## config.mk

```make
export PLATFORM = sky130hd
export DESIGN_NAME = adder_seq_ctrl_flat
export DESIGN_NICKNAME = d
export VERILOG_FILES = /design/src/rtl/adder_seq_ctrl_if.sv /design/src/rtl/adder_seq_ctrl.sv /design/src/flat_wrapper.sv
export SDC_FILE = /design/constraint.sdc
export NUM_CORES = 1
export LEC_CHECK = 0
export CORE_MARGIN = 1.5
export CORE_UTILIZATION = 51
export DETAILED_ROUTE_END_ITERATION = 8
export MAX_ROUTING_LAYER = met4
export PLACE_DENSITY_LB_ADDON = 0.1
export RECOVER_POWER = 50
export SYNTH_ARGS = -nofsm -noshare
export SYNTH_HDL_FRONTEND = slang
export SYNTH_SLANG_ARGS = --single-unit
```

## constraint.sdc

```tcl
create_clock -name clk -period 3.4 [get_ports clk]
set_clock_uncertainty 0.1 [all_clocks]
set_input_delay 0.68 -clock clk [delete_from_list [all_inputs] [get_ports clk]]
set_output_delay 0.68 -clock clk [all_outputs]
set_load 0.1 [all_outputs]
```

## src/rtl/adder_seq_ctrl_if.sv

```systemverilog
// Operand/result handshake bundle for adder_seq_ctrl.
// The cout wire exists only when ADDER_SEQ_CARRY_OUT_EN is defined.
interface adder_seq_ctrl_if #(
    parameter int WIDTH = 32
);
    logic             in_valid;
    logic             in_ready;
    logic [WIDTH-1:0] a;
    logic [WIDTH-1:0] b;
    logic             cin;
    logic             out_valid;
    logic             out_ready;
    logic [WIDTH-1:0] sum;
    logic             busy;
`ifdef ADDER_SEQ_CARRY_OUT_EN
    logic             cout;

    // Producer/consumer side drives operands and accepts results.
    modport master (
        output in_valid, a, b, cin, out_ready,
        input  in_ready, out_valid, sum, busy, cout
    );

    modport slave (
        input  in_valid, a, b, cin, out_ready,
        output in_ready, out_valid, sum, busy, cout
    );
`else
    // Producer/consumer side drives operands and accepts results.
    modport master (
        output in_valid, a, b, cin, out_ready,
        input  in_ready, out_valid, sum, busy
    );

    modport slave (
        input  in_valid, a, b, cin, out_ready,
        output in_ready, out_valid, sum, busy
    );
`endif
endinterface

```

## src/rtl/adder_seq_ctrl.sv

```systemverilog
// Multi-cycle WIDTH-bit adder built from one shared SLICE-bit slice, carry chained
// across cycles. Define ADDER_SEQ_CARRY_OUT_EN to expose the final carry on cout.
module adder_seq_ctrl #(
    parameter int WIDTH = 32,
    parameter int SLICE = 8
) (
    input  logic            clk,
    input  logic            rst_n,
    adder_seq_ctrl_if.slave bus
);
    localparam int NSLICE = WIDTH / SLICE;
    localparam int KW     = (NSLICE > 1) ? $clog2(NSLICE) : 1;
    localparam logic [KW-1:0] K_LAST = KW'(NSLICE - 1);

    typedef enum logic [1:0] {
        ST_IDLE = 2'd0,
        ST_RUN  = 2'd1,
        ST_DONE = 2'd2
    } state_t;

    state_t           state_r;
    logic [WIDTH-1:0] a_r;
    logic [WIDTH-1:0] b_r;
    logic [WIDTH-1:0] sum_r;
    logic [KW-1:0]    k_r;
    logic             carry_r;
    logic             in_ready_r;
    logic             out_valid_r;
    logic             busy_r;
`ifdef ADDER_SEQ_CARRY_OUT_EN
    logic             cout_r;
`endif

    logic [SLICE-1:0] slice_a_s;
    logic [SLICE-1:0] slice_b_s;
    logic [SLICE:0]   slice_sum_s;

    // Single shared slice adder: operand slices are selected by k_r via a shift mux.
    always_comb begin
        slice_a_s   = SLICE'(a_r >> (int'(k_r) * SLICE));
        slice_b_s   = SLICE'(b_r >> (int'(k_r) * SLICE));
        slice_sum_s = {1'b0, slice_a_s} + {1'b0, slice_b_s} + {{SLICE{1'b0}}, carry_r};
    end

    // Sequencer FSM; all handshake outputs and the result are registered here.
    always_ff @(posedge clk or negedge rst_n) begin
        if (!rst_n) begin
            state_r     <= ST_IDLE;
            a_r         <= {WIDTH{1'b0}};
            b_r         <= {WIDTH{1'b0}};
            sum_r       <= {WIDTH{1'b0}};
            k_r         <= {KW{1'b0}};
            carry_r     <= 1'b0;
            in_ready_r  <= 1'b1;
            out_valid_r <= 1'b0;
            busy_r      <= 1'b0;
`ifdef ADDER_SEQ_CARRY_OUT_EN
            cout_r      <= 1'b0;
`endif
        end else begin
            case (state_r)
                ST_IDLE: begin
                    if (bus.in_valid && in_ready_r) begin
                        a_r        <= bus.a;
                        b_r        <= bus.b;
                        carry_r    <= bus.cin;
                        k_r        <= {KW{1'b0}};
                        sum_r      <= {WIDTH{1'b0}};
                        in_ready_r <= 1'b0;
                        busy_r     <= 1'b1;
                        state_r    <= ST_RUN;
`ifdef ADDER_SEQ_CARRY_OUT_EN
                        cout_r     <= 1'b0;
`endif
                    end
                end

                ST_RUN: begin
                    for (int i = 0; i < NSLICE; i++) begin
                        if (k_r == KW'(i)) begin
                            sum_r[i*SLICE +: SLICE] <= slice_sum_s[SLICE-1:0];
                        end
                    end
                    carry_r <= slice_sum_s[SLICE];
                    // Last slice: wrap the counter explicitly so NSLICE=1 never overflows k.
                    if (k_r == K_LAST) begin
                        k_r         <= {KW{1'b0}};
                        out_valid_r <= 1'b1;
                        state_r     <= ST_DONE;
`ifdef ADDER_SEQ_CARRY_OUT_EN
                        cout_r      <= slice_sum_s[SLICE];
`endif
                    end else begin
                        k_r <= k_r + KW'(1);
                    end
                end

                ST_DONE: begin
                    if (bus.out_ready) begin
                        out_valid_r <= 1'b0;
                        busy_r      <= 1'b0;
                        in_ready_r  <= 1'b1;
                        state_r     <= ST_IDLE;
                    end
                end

                default: begin
                    state_r     <= ST_IDLE;
                    k_r         <= {KW{1'b0}};
                    in_ready_r  <= 1'b1;
                    out_valid_r <= 1'b0;
                    busy_r      <= 1'b0;
                end
            endcase
        end
    end

    assign bus.in_ready  = in_ready_r;
    assign bus.out_valid = out_valid_r;
    assign bus.sum       = sum_r;
    assign bus.busy      = busy_r;
`ifdef ADDER_SEQ_CARRY_OUT_EN
    assign bus.cout      = cout_r;
`endif

endmodule

```

## src/flat_wrapper.sv

```systemverilog
// flat-port wrapper written by rule: the top's interface ports become plain ports
module adder_seq_ctrl_flat 
#(
    parameter int WIDTH = 32,
    parameter int SLICE = 8
)
  (clk, rst_n, bus_in_valid, bus_a, bus_b, bus_cin, bus_out_ready, bus_in_ready, bus_out_valid, bus_sum, bus_busy);
  adder_seq_ctrl_if #(.WIDTH(WIDTH)) bus_i ();
  input  logic clk;
  input  logic rst_n;
  input wire logic [$bits(bus_i.in_valid)-1:0] bus_in_valid;
  input wire logic [$bits(bus_i.a)-1:0] bus_a;
  input wire logic [$bits(bus_i.b)-1:0] bus_b;
  input wire logic [$bits(bus_i.cin)-1:0] bus_cin;
  input wire logic [$bits(bus_i.out_ready)-1:0] bus_out_ready;
  output wire logic [$bits(bus_i.in_ready)-1:0] bus_in_ready;
  output wire logic [$bits(bus_i.out_valid)-1:0] bus_out_valid;
  output wire logic [$bits(bus_i.sum)-1:0] bus_sum;
  output wire logic [$bits(bus_i.busy)-1:0] bus_busy;
  assign bus_i.in_valid = bus_in_valid;
  assign bus_i.a = bus_a;
  assign bus_i.b = bus_b;
  assign bus_i.cin = bus_cin;
  assign bus_i.out_ready = bus_out_ready;
  assign bus_in_ready = bus_i.in_ready;
  assign bus_out_valid = bus_i.out_valid;
  assign bus_sum = bus_i.sum;
  assign bus_busy = bus_i.busy;
  adder_seq_ctrl #(.WIDTH(WIDTH), .SLICE(SLICE)) u_core (.clk(clk), .rst_n(rst_n), .bus(bus_i));
endmodule
```

==> results.json <==
{
  "floorplan.initialDensity_pct": 52.09,
  "netSwitchingFraction_pct": 46.92,
  "cts_bufs_inserted": 9,
  "post_cts_resized": 0,
  "clockPowerShare_pct": 12.4,
  "power.static_leakage_uw": 0.002745,
  "rsz_0062_raised_after_global_routing": "false",
  "clk_path_buf_depth": 2,
  "die_x_um": 99.45,
  "synthesis.area_sq_um": 4745,
  "pre_cts_slack_ns": 0.3672,
  "layout.cells.most_common_list": "sky130_fd_sc_hd__dfrtp_1, sky130_fd_sc_hd__clkdlybuf4s50_1, sky130_fd_sc_hd__mux2_2, sky130_fd_sc_hd__mux2_1, sky130_fd_sc_hd__nand2_1",
  "layout-area-overhead-vs-synth_pct": 25.47,
  "n_antenna_cell": 0,
  "firstDrtPassIters": 4,
  "dpl.hpwl_um": 7475,
  "synth.lib_cells_used.distinct": 40,
  "powerDensity_nw_per_um2": 1064,
  "crit_path_start": "u_core.k_r[0]",
  "worstHoldPathType": "flip-flop to flip-flop",
  "placeable_area_sq_um": 9109,
  "timing.final.crit_share_pct": 89.42,
  "finalPower_uw": 6333,
  "fmax_mhz": 328.9,
  "top_signal_layer_used": "met4",
  "synthesis.instances": 342,
  "dr_wl_met3_um": 442,
  "core.rowCount": 35,
  "vdd.ir_drop.worst_mv": 0.4939,
  "floorplan.die_area_sq_um": 9890,
  "cts.sink_count": 104,
  "final-setup-viol-count": 0,
  "drtAntennaViolNets": 0,
  "grt_first_pass_wirelength_um": 15880,
  "route.detailed.vias_per_inst": 5.504,
  "layout.filler_cells": 706,
  "dr_wl_met2_um": 4784,
  "totalNegativeSetupSlack_ns": 0,
  "worst-r2r-cell-count": 9,
  "criticalPathCategory": "flip-flop to flip-flop",
  "ctsHoldBuffers": 0,
  "synth_async_sr_flop_share_pct": 100.0,
  "startpoint_type": "flip-flop",
  "floorplan.die.height_um": 99.45,
  "r2r-end": "u_core.bus.sum[4]",
  "whs_path_depth": 2,
  "totalWireLength_um": 9665,
  "route.layer.met1.wl_um": 4213,
  "regToRegStartpoint": "u_core.k_r[0]",
  "clk_latency_ns": 0.36,
  "reg2reg_setup_slack_ns": 0.36,
  "synth-main-ff-cell": "sky130_fd_sc_hd__dfrtp_1",
  "report.final.hold_viol_count": 0,
  "power_dissipated_by_switching_net_loads_uw": 2971,
  "worst_ep_required_time_ns": 3.53,
  "tightestPinTransition_ns": 1.570,
  "number_of_antenna_violations_at_the_first_check_in_global_routing": 0,
  "cts.clk_slew.worst_paths_ns": 0.10,
  "globalplace.congestion": 0.7653,
  "maxSlewViolCount": 66,
  "worst_slew_margin_rel_pct": -4.678,
  "timing.final.crit_period_ns": 3.040,
  "cts_htree_levels": 3,
  "power.sequential.fraction_pct": 33.9,
  "synthesis.yosys.warnings": 0,
  "postSynthNetCount": 424,
  "worstSetupEndpointType": "flip-flop",
  "crit_arrival_ns": 3.17,
  "detailroute.via_count": 3110,
  "clockRootBuffer": "sky130_fd_sc_hd__clkbuf_8",
  "cap_viol_max_count": 1,
  "drc_errors": 0,
  "post_synthesis_area_per_instance_sq_um": 13.87,
  "gr_ovfl_total": 0,
  "io_pins": 104,
  "stdcell_area_sq_um": 5953,
  "cts.repair_timing.setup_buffer_count": 0,
  "initialDrtViolationCount": 108,
  "postPlaceCellArea_sq_um": 5799,
  "yosysSeqAreaShare_pct": 54.88,
  "synth_enable_flop_cells": 0,
  "failing_checks": "capacitance limit, slew limit",
  "share_of_cells_above_drive_strength_1_pct": 23.79,
  "finish.net_count": 531,
  "int_power_uw": 3362,
  "final_critical_path_setup_slack_ns": 0.3598,
  "grt_pass1_vias": 3134,
  "grt_use_total_pct": 21.73,
  "wire_per_inst_um": 17.11,
  "clock_tree_from_tritoncts": "built",
  "timing.hold.worst.start": "u_core.bus.sum[26]",
  "grt_max_degree": 66,
  "cp_max_fo": 9,
  "outcome": "finished, violations left",
  "worst_hold_path.endpoint": "u_core.bus.sum[26]",
  "share_comb_of_total_power_pct": 53.7,
  "most_common_cell_after_layout_fill_and_taps_aside": "sky130_fd_sc_hd__dfrtp_1",
  "io_buffers": 103,
  "number_of_synthesized_register_bits": 104
}
Yosys cell counts, drive strengths merged (2+ instances only):
library cell  instances  area [sq um]
ha                   11         137.6
nor2b                 2         12.51
buf                  15         101.3
dfrtp               103          2577
mux2                 68         765.7
a22o                  9         78.83
xor2                  2         17.52
a21oi                 7         35.03
nor2                 13         90.09
mux4                 16         360.4
fa                    2         40.04
a21o                  3         22.52
nand2                33         123.9
and2                  4         27.53
a211oi                2         20.02
o21ai                23         115.1
o211ai                2         15.01
inv                   7         26.28
o31ai                 6         45.04
o22ai                 4         25.02
power by group through the flow:
| stage | clock network, uW | registers (uW) | logic, uW |
|---|---|---|---|
| floorplan | 0 | 3160 | 1610 |
| global placement | 0 | 2160 | 3410 |
| detailed placement | 0 | 2190 | 3460 |
| CTS | 809 | 2160 | 3470 |
| global route | 858 | 2220 | 3640 |
| finish | 784 | 2150 | 3400 |
metal layers:
layer  up-vias  global-route usage, %
li1       1450                      -
met1      1557                  27.53
met2        87                  35.04
met3        16                  3.584
met4         0                  9.209
met5         -                      -
layout make-up:
class                           instances  area (sq um)  share of cell area (%)
Timing Repair Buffer                  112         974.7                   16.37
Tap cell                              111         138.9                   2.333
Multi-Input combinational cell        215          2002                   33.63
Inverter                                7         26.28                  0.4414
Clock buffer                           12         155.1                   2.606
Clock inverter                          4         52.55                  0.8827
Sequential cell                       104          2604                   43.74
stage by stage:
stage	hold WS (ns)	cells	util, %
floorplan	0.2844	342	-
global placement	0.3610	549	63.67
detailed placement	0.3723	549	63.67
CTS	0.3246	565	65.95
global route	0.4062	565	65.36
finish	0.3829	565	65.36
sequential cells by signal, summed over array words and instances, names as in the netlist:
signal	count
u_core.carry_r	1
u_core.bus.sum	32
u_core.a_r	32
u_core.bus.out_valid	1
u_core.k_r	2
u_core.state_r	2
u_core.bus.in_ready	1
u_core.b_r	32
u_core.bus.busy	1
kinds of logic after synthesis:
kind of cell,Yosys count,synth area share (%)
DFF,104,54.88
muxes,84,23.73
AOI/OAI and AO/OA,58,8.017
and+or+nand+nor,57,6.303
buffers and inverters,23,2.769
adders and majority gates,13,3.745
xor gates and xnor gates,3,0.5539
worst max-delay path by stage:
stage                     slack, ns                  to  cells after the start
after floorplan                0.71  u_core.bus.sum[12]                     10
after global placement         0.47   u_core.bus.sum[6]                      8
after detailed placement       0.37  u_core.bus.sum[20]                      8
after CTS                      0.36   u_core.bus.sum[4]                      9
after global routing           0.08  u_core.bus.sum[20]                      8
final                          0.36   u_core.bus.sum[4]                      9
worst max-delay path, stage by stage, from the launching register on:
cell and delay, ns:
sky130_fd_sc_hd__dfrtp_1 0.58, sky130_fd_sc_hd__mux4_2 0.58, sky130_fd_sc_hd__fa_1 0.46, sky130_fd_sc_hd__inv_1 0.09, sky130_fd_sc_hd__fa_1 0.19, sky130_fd_sc_hd__nor2b_1 0.07
sky130_fd_sc_hd__o21ai_0 0.23, sky130_fd_sc_hd__a21oi_1 0.10, sky130_fd_sc_hd__o21ai_0 0.36, sky130_fd_sc_hd__o21ai_0 0.15
No activity file was read; power rests on OpenSTA's default activity.
